### src/rtl/spc_sym.sv
// rtl/spc_sym.sv - serial-to-parallel symbol converter with frame-start realignment
module spc_sym #(
   parameter int WIDTH     = 2,
   parameter bit MSB_FIRST = 1'b1,
   parameter int CNT_W     = 8
) (
   input  logic             clk,
   input  logic             reset,
   input  logic             en,
   input  logic             din,
   input  logic             sync,
   output logic [WIDTH-1:0] dout,
   output logic             dout_valid,
   input  logic             out_ready,
   output logic             overflow,
   input  logic             ovf_clr,
   output logic [CNT_W-1:0] word_cnt
);

   localparam int BW = $clog2(WIDTH);
   localparam logic [BW-1:0] LAST = BW'(WIDTH - 1);

   logic [BW-1:0]    bcnt;
   logic [BW-1:0]    slot;
   logic [BW-1:0]    pos;
   logic [WIDTH-1:0] sreg;
   logic [WIDTH-1:0] word_next;
   logic             complete;
   logic             drop;
   logic             load;

   // sync restarts the word, so its bit lands in the first-received slot
   always_comb begin
      slot = sync ? '0 : bcnt;
      pos  = MSB_FIRST ? (LAST - slot) : slot;
   end

   // merge the incoming bit into the partial word; sync discards what was collected
   always_comb begin
      word_next      = sync ? '0 : sreg;
      word_next[pos] = din;
   end

   // a word completes on its last bit, unless that bit is a frame start
   always_comb begin
      complete = en & ~sync & (bcnt == LAST);
      drop     = complete & dout_valid & ~out_ready;
      load     = complete & ~drop;
   end

   // bit collection: shift register and bit counter advance only on en
   always_ff @(posedge clk) begin
      if (reset) begin
         bcnt <= '0;
         sreg <= '0;
      end else if (en) begin
         sreg <= word_next;
         if (sync)
            bcnt <= BW'(1);
         else if (complete)
            bcnt <= '0;
         else
            bcnt <= bcnt + BW'(1);
      end
   end

   // output register and valid/ready handshake; a held word is never overwritten
   always_ff @(posedge clk) begin
      if (reset) begin
         dout       <= '0;
         dout_valid <= 1'b0;
      end else if (load) begin
         dout       <= word_next;
         dout_valid <= 1'b1;
      end else if (dout_valid && out_ready) begin
         dout_valid <= 1'b0;
      end
   end

   // sticky overflow; a new drop wins over a simultaneous clear
   always_ff @(posedge clk) begin
      if (reset)
         overflow <= 1'b0;
      else if (drop)
         overflow <= 1'b1;
      else if (ovf_clr)
         overflow <= 1'b0;
   end

   // saturating count of completed words (dropped ones included) since frame start
   always_ff @(posedge clk) begin
      if (reset)
         word_cnt <= '0;
      else if (en && sync)
         word_cnt <= '0;
      else if (complete && (word_cnt != {CNT_W{1'b1}}))
         word_cnt <= word_cnt + CNT_W'(1);
   end

endmodule
### config.mk
export PLATFORM = sky130hd
export DESIGN_NAME = spc_sym
export DESIGN_NICKNAME = d
export VERILOG_FILES = /design/src/rtl/spc_sym.sv
export SDC_FILE = /design/constraint.sdc
export NUM_CORES = 1
export LEC_CHECK = 0
export CAP_MARGIN = 20
export CORE_MARGIN = 2
export CORE_UTILIZATION = 50
export DETAILED_ROUTE_END_ITERATION = 10
export GPL_ROUTABILITY_DRIVEN = 0
export PLACE_DENSITY = 0.81
export SLEW_MARGIN = 30
export SYNTH_ARGS = -nofsm -noshare
export SYNTH_HDL_FRONTEND = slang
export SYNTH_SLANG_ARGS = --single-unit
### constraint.sdc
create_clock -name clk -period 3.3 [get_ports clk]
set_input_delay 0.66 -clock clk [delete_from_list [all_inputs] [get_ports clk]]
set_output_delay 0.66 -clock clk [all_outputs]
set_load 0.005 [all_outputs]
## After elaboration in Yosys (flattened, before gate mapping)

Index checks and enable logic that the tools add are counted.

- Register bits: 15
- Input port bits: 7
- Output and inout bits: 12

- $add $sub $neg: 3
- Order comparisons: 2
- Equality and inequality tests: 1
- Mux-type cells: 11
- Bitwise logic cells: 8
- Reductions and logical operators: 7

Operators by type and width:

| kind | count |
|---|---|
| adder 8 x 1 -> 8 bit (second input constant) | 1 |
| two-way mux 1 bit | 8 |
| inequality test 8 bit (second input constant) | 1 |
| AND 1 bit | 5 |
| logical AND 1 bit | 4 |
| nonzero test 2 bit | 2 |
| NOT 1 bit | 3 |
| bitwise mux 2 bit | 1 |
| less-than comparator 1 x 2 -> 1 bit (second input constant) | 1 |
| two-way mux 2 bit | 1 |
| OR reduction 2 bit | 1 |
| adder 1 bit (second input constant) | 1 |
| demux 1 bit (select 1 bit) | 1 |
| greater-or-equal comparator 1 bit (second input constant) | 1 |
| subtractor 1 bit (first input constant) | 1 |

## Longest topological paths before layout

Gate-level depths: netlist (run 1).

- Word-level depth: 8
- Mapped depth: 5
- Mapped depth without buffers: 4

## Least setup slack after synthesis (run 1)

OpenSTA, ideal clock, no wires.

- Path kind: input to register
- Start point: input en
- End point: register word_cnt[5]
- Library setup time: 133 ps
- Arrival time: 1318 ps
- Path slack: 1849 ps
- Stages: 4
- Buffers on the path: 1
- Path through: buf_6 nand4_2 a2111oi_0 nor3b_1

- Word-level cells in the longest chain between the ends: 3
- Elaborated cells on any way between the ends: 5
- Those cells by class: 2 x bitwise; 3 x reduce/logical

Ends and longest elaborated chain:

| element | line | RTL |
|---|---|---|
| start: declaration | 9 | `input logic en,` |
| AND 1 bit (2 in series) | 46 | `complete = en & ~sync & (bcnt == LAST);` |
| logical AND 1 bit | 96 | `else if (complete && (word_cnt != {CNT_W{1'b1}}))` |
| end signal: assignment | 97 | `word_cnt <= word_cnt + CNT_W'(1);` |
| end: declaration | 17 | `output logic [CNT_W-1:0] word_cnt` |

Parallel ways exist; a longest one is shown, timed or not.
A chain may end at the register's enable or synchronous reset.

## Worst setup path in the final report (run 1)

- Start point: register word_cnt[6]
- End point: output word_cnt[6]

No word-level cell between the ends.

==> impl_metrics.py, run 1 <==
metrics = {
    "outcome": {
        "status": "complete, no violations",
    },
    "timing": {
        "min_period_ns": 1.987,
        "hold_violations": 0,
        "final-setup-viol-count": 0,
        "skew_ns": 0.008245,
        "tns_ns": 0,
        "setup_slack_ns": 1.313,
        "worstMarginPinSlew_ns": 0.4550,
        "hold_slack_ns": 0.4785,
        "rsz0062_at_grt": "false",
        "fin_crit_sh": 0.6021,
        "fmax_mhz": 503.3,
        "slew_headroom": 0.6967,
        "slew_violations": 0,
    },
    "clock_tree": {
        "post_cts_buffers": 0,
        "cts-root-buf": "clkbuf_4",
        "path_clk_slew_ns": 0.10,
        "cts_tree": "yes",
        "cts_num_sinks": 15,
        "postCtsHoldBufs": 0,
        "clk_latency_ns": 0.29,
        "h-tree-depth": 1,
        "clockBufferDepth": 2,
        "cts.repair.resized": 0,
        "cts_inserted_buffers": 3,
    },
    "setup_path": {
        "cp.buffers_inverters": 1,
        "r2r_start": "word_cnt[0]",
        "cp_slowest_cell": "clkdlybuf4s50_1",
        "cp.required_ns": 2.64,
        "cp_max_fo": 6,
        "crit_family": "buffers and inverters",
        "r2r.worst_path.cells": 4,
        "criticalPathCategory": "flip-flop to primary output",
        "critPathLaunchType": "flip-flop",
        "endpoint_kind": "primary output",
        "cpPeakStageDelay_ns": 0.57,
        "arrival_ns": 1.33,
        "r2r_slack_ns": 1.90,
        "crit_chain": "clkdlybuf4s50_1",
        "cp.depth": 1,
        "reg2reg_to": "word_cnt[5]",
    },
    "die": {
        "start_util": 0.5218,
        "core.rowCount": 14,
        "core_um2": 1489,
        "die_y_um": 43.42,
        "dieWidth_um": 43.42,
        "io_pins": 19,
        "dieArea_um2": 1885,
    },
    "yosys": {
        "synth_area_per_cell_um2": 9.476,
        "ys_warn_count": 0,
        "synth_ff_type": "dfxtp_1",
        "synth-seq-cells": 15,
        "syn_area_um2": 777.0,
        "yosysTopAreaCellShare": 0.3865,
        "synth_edf_count": 0,
        "yosys.area.top_type": "dfxtp_1",
        "ys_types": 34,
        "synthArstFlopShare": 0,
        "syn_nets": 90,
        "syn_inst": 82,
        "ys_seq_area_frac": 0.3865,
        "synth_area_leaders": "dfxtp_1, a21oi_1, mux2i_1",
    },
    "power_and_ir_drop": {
        "irDropWorstVdd_mv": 0.1912,
        "power.total_mw": 0.3287,
        "leakage_nw": 0.3306,
        "p_per_area_nw_per_um2": 336.8,
    },
    "routing": {
        "postRouteAntennaNets": 0,
        "drt_iter0_drc": 24,
        "routed_wl_um": 1759,
        "drc": 0,
        "route.vias.total": 710,
        "first_pass_iters": 4,
        "wire_per_inst_um": 15.03,
        "viasPerCell": 6.068,
    },
    "min_path": {
        "worstHoldPathType": "flip-flop to flip-flop",
        "min_to": "sreg[0]",
        "min_path_cells": 2,
        "holdCritStartpoint": "sreg[0]",
    },
    "grt": {
        "grt.busiest_layer": "met2",
        "grt_pass1_vias": 625,
        "grt_pass1_wl_um": 2815,
        "gr-usage-met1": 0.2696,
        "grtUsageMet3": 0.02500,
        "overflow": 0,
        "grt_max_degree": 12,
        "antenna_found_initial": 0,
        "grt_util_met2": 0.3164,
        "grt_usage": 0.1988,
    },
    "cells_and_area": {
        "drive_gt1_frac": 0.1089,
        "diodes": 0,
        "syn_to_final_growth_pct": 25.60,
        "fin_nets": 110,
    },
    "placed_design": {
        "portBuffers": 18,
        "dp_hpwl_um": 1264,
        "dpl_worst_slack_ns": 1.054,
    },
    "flow_run": {
        "maxCapViolations": 0,
    },
}
## report_power, final
group | switching (mW) | internal [mW]
combinational | 0.0164 | 0.0164
sequential | 0.00313 | 0.184
clock | 0.0613 | 0.0470
## state kept, by name, summed over array words and instances, names as in the netlist
register / cells
word_cnt: 8
dout: 2
sreg: 2
bcnt: 1
dout_valid: 1
overflow: 1
## cell usage after synthesis, drive strengths merged (3+ instances only)
master	n
nor3	3
o21ai	4
inv	4
mux2i	4
nand2	5
nand2b	4
nor2	3
buf	3
dfxtp	15
a21oi	9
## cell families after synthesis
| kind of cell | share of synthesized area |
|---|---|
| AOI/OAI and AO/OA | 0.2029 |
| adders and majority gates | 0.01610 |
| buffers and inverters | 0.05474 |
| DFF | 0.3865 |
| muxes | 0.06602 |
| and+or+nand+nor | 0.2737 |
## metal layers
metal  routed length, um  vias up
li1                    -      347
met1                 801      325
met2                 835       33
met3                  89        5
met4                  32        0
met5                   0        -
## worst max-delay path by stage
stage / from / end
3_3_place_gp: en / word_cnt[6]
3_5_place_dp: en / word_cnt[6]
5_1_grt: en / word_cnt[5]
2_1_floorplan: en / word_cnt[5]
6_report: word_cnt[6] / word_cnt[6]
4_1_cts: word_cnt[6] / word_cnt[6]
## layout by cell type (no fill, tap or decap), drive strengths merged
| master | instances |
|---|---|
| inv | 4 |
| nand4b | 2 |
| nor4 | 1 |
| clkbuf | 4 |
| o21ai | 4 |
| clkdlybuf4s50 | 18 |
| nand3 | 1 |
| and3b | 1 |
| nor3b | 2 |
| nand2b | 4 |
| and4 | 2 |
| o2111a | 2 |
| nor3 | 3 |
| a21o | 1 |
| mux2i | 4 |
| mux2 | 1 |
| a21oi | 9 |
| nand2 | 5 |
| and2 | 1 |
| nor2 | 3 |
| a2111oi | 2 |
| nor2b | 2 |
| dfxtp | 15 |
| a211oi | 2 |
| ha | 1 |
| and3 | 2 |
| a311oi | 1 |
| nand3b | 2 |
| nand4 | 1 |
| a31oi | 1 |
## cell type report
| class | instances | area [um^2] |
|---|---|---|
| multi-input combinational | 60 | 434.2 |
| tap | 16 | 20.02 |
| fill | 125 | 513.0 |
| timing repair buffer | 18 | 180.2 |
| clock buffer | 4 | 26.28 |
| inverter | 4 | 15.01 |
| sequential | 15 | 300.3 |
## per-stage QoR
step / utilization / std cells / area (um^2)
global placement: 0.6378 / 113 / 949.7
detailed placement: 0.6378 / 113 / 949.7
CTS: 0.6555 / 117 / 975.9
finish: 0.6555 / 117 / 975.9
global route: 0.6555 / 117 / 975.9
floorplan: - / 82 / 777.0
Note: power is estimated with default switching activity, not from simulation.
==> inputs of run 2 (changes only) <==
--- a/config.mk
+++ b/config.mk
@@ -7,10 +7,10 @@
 export LEC_CHECK = 0
 export CAP_MARGIN = 20
 export CORE_MARGIN = 2
-export CORE_UTILIZATION = 50
+export CORE_UTILIZATION = 42
 export DETAILED_ROUTE_END_ITERATION = 10
 export GPL_ROUTABILITY_DRIVEN = 0
-export PLACE_DENSITY = 0.81
+export PLACE_DENSITY = 0.72
 export SLEW_MARGIN = 30
 export SYNTH_ARGS = -nofsm -noshare
 export SYNTH_HDL_FRONTEND = slang
==> constraint.sdc (replaced) <==
create_clock -name clk -period 1.65 [get_ports clk]
set_input_delay 0.33 -clock clk [delete_from_list [all_inputs] [get_ports clk]]
set_output_delay 0.33 -clock clk [all_outputs]
set_load 0.005 [all_outputs]
==> impl_metrics.py, run 2 (synthesis results as in run 1) <==
metrics = {
    "power_and_ir_drop": {
        "power.total_mw": 0.6508,
        "p_per_area_nw_per_um2": 624.4,
        "irDropWorstVdd_mv": 0.5226,
        "leakage_nw": 0.3654,
    },
    "cells_and_area": {
        "multi_input_area_um2": 434.2,
        "n_fill_cell": 155,
        "syn_to_final_growth_pct": 34.14,
        "postLayoutCoreUtil": 0.6036,
        "drive_gt1_frac": 0.1852,
        "top_regs": "word_cnt x8, dout x2, sreg x2",
        "ff_latch_area_um2": 302.8,
        "fin_nets": 117,
        "diodes": 0,
        "largest-register": "word_cnt",
        "largest_reg_flops": 8,
        "final_cell_mix": "clkdlybuf4s50_1, dfxtp_1, a21oi_1",
        "final_common_cell": "clkdlybuf4s50_1",
    },
    "timing": {
        "slew_headroom": 0.7284,
        "skew_ns": 0.003243,
        "final-setup-viol-count": 0,
        "worstMarginPinSlew_ns": 0.3971,
        "slew_violations": 0,
        "rsz0062_at_grt": "false",
        "fin_crit_sh": 0.9482,
        "fmax_mhz": 639.1,
        "hold_violations": 0,
        "min_period_ns": 1.565,
        "setup_slack_ns": 0.08539,
    },
    "setup_path": {
        "arrival_ns": 1.23,
        "critPathLaunchType": "flip-flop",
        "endpoint_kind": "primary output",
        "crit_chain": "clkdlybuf4s50_1",
        "crit_family": "buffers and inverters",
        "r2r_slack_ns": 0.20,
        "cp_slowest_cell": "clkdlybuf4s50_1",
        "cp.buffers_inverters": 1,
        "cp.required_ns": 1.32,
        "r2r_start": "word_cnt[0]",
        "cp_max_fo": 6,
        "r2r.worst_path.cells": 4,
        "reg2reg_to": "word_cnt[3]",
        "cpPeakStageDelay_ns": 0.54,
        "criticalPathCategory": "flip-flop to primary output",
    },
    "flow_run": {
        "maxCapViolations": 0,
    },
    "die": {
        "dieWidth_um": 47.01,
        "core_um2": 1727,
        "start_util": 0.4500,
        "core.rowCount": 15,
        "dieArea_um2": 2210,
        "die_y_um": 47.01,
        "io_pins": 19,
    },
    "grt": {
        "overflow": 0,
        "grt_usage": 0.1736,
        "grt_max_degree": 11,
        "antenna_found_initial": 0,
        "grt_pass1_wl_um": 2691,
        "grt_pass1_vias": 604,
    },
    "placed_design": {
        "dpl_worst_slack_ns": -0.1224,
        "dp_hpwl_um": 1249,
        "portBuffers": 18,
    },
    "min_path": {
        "holdCritStartpoint": "sreg[0]",
        "min_path_cells": 2,
        "worstHoldPathType": "flip-flop to flip-flop",
        "min_to": "sreg[0]",
    },
    "routing": {
        "postRouteAntennaNets": 0,
        "wire_per_inst_um": 12.38,
        "route.vias.total": 712,
        "viasPerCell": 5.353,
        "routed_wl_um": 1647,
        "drc": 0,
        "drt_iter0_drc": 35,
        "first_pass_iters": 4,
    },
    "clock_tree": {
        "path_clk_slew_ns": 0.08,
        "clk_latency_ns": 0.28,
        "h-tree-depth": 1,
        "cts-root-buf": "clkbuf_4",
        "cts_tree": "yes",
        "cts_inserted_buffers": 3,
        "cts_num_sinks": 15,
        "clockBufferDepth": 2,
    },
    "outcome": {
        "status": "complete, no violations",
    },
}
[run 2: changes by cell type in the layout (fill, tap and decap cells not counted), sizes merged]
cell  previous run  this run
buf              0         7
[run 2: layout make-up]
cell class	count	area share
Timing Repair Buffer	25	0.2233
Clock buffer	4	0.02521
Inverter	4	0.01441
Tap cell	25	0.03001
Sequential cell	15	0.2905
Multi-Input combinational cell	60	0.4166
[run 2: worst max-delay path by stage]
stage | start | end | slack (ns) | depth (start not counted)
2_1_floorplan | word_cnt[0] | word_cnt[5] | 0.35 | 4
3_3_place_gp | en | word_cnt[6] | -0.09 | 4
3_5_place_dp | sync | word_cnt[0] | -0.12 | 5
4_1_cts | word_cnt[4] | word_cnt[4] | 0.03 | 1
5_1_grt | word_cnt[2] | word_cnt[2] | 0.01 | 1
6_report | word_cnt[3] | word_cnt[3] | 0.09 | 1
[run 2: through the flow]
step	cells	TNS [ns]	hold slack, ns	cell area (um^2)
6_report	133	0	0.4713	1042
5_1_grt	133	0	0.5034	1042
4_1_cts	133	0	0.4763	1040
3_5_place_dp	129	-0.7917	0.4643	1013
3_3_place_gp	129	-0.5167	0.4581	1013
2_1_floorplan	82	0	0.4470	777.0
[run 2: per-layer routing]
| layer | vias to the layer above | global-route usage | share of wire |
|---|---|---|---|
| met5 | - | 0 | 0 |
| met4 | 0 | 0.03333 | 0.014 |
| met3 | 4 | 0.06923 | 0.073 |
| met2 | 27 | 0.2493 | 0.46 |
| met1 | 322 | 0.2477 | 0.45 |
| li1 | 359 | - | - |
[run 2: worst register-to-register path: stages (launching register included)]
cell	delay, ns
dfxtp_1	0.36
ha_1	0.26
and2_1	0.21
a2111oi_0	0.41
nor3b_1	0.09
[run 2: report_power, final]
group          switching, mW  total [mW]  internal, mW  leakage [nW]
sequential           0.00642       0.375         0.369         0.123
combinational         0.0337      0.0763        0.0426         0.228
clock                  0.106       0.199        0.0937        0.0150
[run 2: timing repair]
item,4_1_cts,5_1_grt
gates resized for setup,0,2
buffers inserted,0,0
hold buffers,0,0
setup endpoints to repair,0,2
==> patch, RTL diff (config.mk and constraints of run 2) <==
The parameter `CNT_W` goes from 8 to 6.
--- a/src/rtl/spc_sym.sv
+++ b/src/rtl/spc_sym.sv
@@ -3,5 +3,5 @@
    parameter int WIDTH     = 2,
    parameter bit MSB_FIRST = 1'b1,
-   parameter int CNT_W     = 8
+   parameter int CNT_W     = 6
 ) (
    input  logic             clk,
Ports: changed (resized word_cnt); port bits go from 19 to 17. The function was not compared with the original's and may differ.
==> patch against run 2 <==
Clock skew fell by 0.0011 ns; sequential cell count is 2 lower; non-clock buffer count fell by 2; first-iteration DRC count is 74% lower; sequential power down 13%; synthesized cell count shrank 18%; design area decreased by 15%; die area down 16%; wire length fell by 18%; power down 9.5%; worst setup slack lost 0.0049 ns; area after synthesis shrank 18%; critical path type unchanged; largest power group unchanged; highest routed layer is now met3.
==> patch: results <==
<?xml version="1.0" encoding="UTF-8"?>
<metrics>
  <group name="run_status">
    <metric name="status" unit="">finished clean</metric>
  </group>
  <group name="global_route">
    <metric name="global_route_wire_length_before_repair" unit="mm">2.325</metric>
    <metric name="global_route.usage.total" unit="%">16.29</metric>
  </group>
  <group name="drt">
    <metric name="drt-wirelength-per-cell" unit="µm">12.69</metric>
    <metric name="totalWireLength" unit="mm">1.358</metric>
    <metric name="drtIter0Drc" unit="">9</metric>
  </group>
  <group name="finish">
    <metric name="fillers" unit="">140</metric>
    <metric name="seq_share" unit="%">30.11</metric>
    <metric name="syn2layout_area_growth" unit="%">37.77</metric>
    <metric name="multi_input_cells" unit="">51</metric>
    <metric name="layout.buffer.nonclock.area_share" unit="%">24.15</metric>
    <metric name="largestRegisters" unit="">word_cnt (6), dout (2), sreg (2)</metric>
    <metric name="clock_cell_area_share" unit="%">2.983</metric>
    <metric name="post_route_cells_drive_above_1_share" unit="%">18.68</metric>
  </group>
  <group name="place">
    <metric name="io_buffers" unit="">16</metric>
    <metric name="placed_cells" unit="">103</metric>
    <metric name="dp_hpwl" unit="µm">977.8</metric>
    <metric name="post_dp_cell_area" unit="µm²">849.6</metric>
  </group>
  <group name="yosys">
    <metric name="synth_seq_area_share" unit="%">40.70</metric>
    <metric name="synth.top_cells.by_count" unit="">13 x dfxtp_1, 8 x a21oi_1, 5 x nand2_1, 5 x nand2b_1</metric>
    <metric name="postSynthNetCount" unit="">75</metric>
    <metric name="synth_cells" unit="">67</metric>
  </group>
  <group name="timing">
    <metric name="min_period_over_period" unit="%">95.12</metric>
    <metric name="finalHoldWorstSlack" unit="ns">0.4674</metric>
    <metric name="timing_worst_slew_pin_value" unit="ns">0.3298</metric>
  </group>
  <group name="worst_setup_path">
    <metric name="critPathCapture" unit="">word_cnt[1]</metric>
    <metric name="regToRegStartpoint" unit="">word_cnt[1]</metric>
    <metric name="r2r.worst_path.cells" unit="">3</metric>
  </group>
  <group name="pwr">
    <metric name="leakage" unit="nW">0.3147</metric>
    <metric name="peakVddDrop" unit="µV">312.9</metric>
  </group>
</metrics>
-- patch: worst reg2reg max path, delay by kind of cell, from the launching register on --
kind            cells  cell delay, ns
flops               1            0.37
compound gates      1            0.35
fa+ha+maj           1            0.30
mux                 1            0.21
-- patch: kinds of logic after synthesis --
kind of cell             share of synthesized area, %
AND/OR/NAND/NOR                                 27.01
AO/OA/AOI/OAI                                   20.35
flip-flops                                      40.70
multiplexers                                    6.458
buffers and inverters                           3.522
adder cells (fa/ha/maj)                         1.957
-- patch: metal layers --
metal / track usage, % / up-vias / routed length [µm]
li1: - / 299 / -
met1: 21.47 / 273 / 700
met2: 25.76 / 14 / 599
met3: 4.255 / 0 / 58
met4: 5.455 / 0 / 0
met5: 0 / - / 0
-- patch: where the power goes --
group | total, W | internal [W] | leakage (nW) | switching, W
Clock | 0.000197 | 0.0000934 | 0.0150 | 0.000104
Sequential | 0.000326 | 0.000320 | 0.107 | 0.00000594
Combinational | 0.0000661 | 0.0000386 | 0.192 | 0.0000275
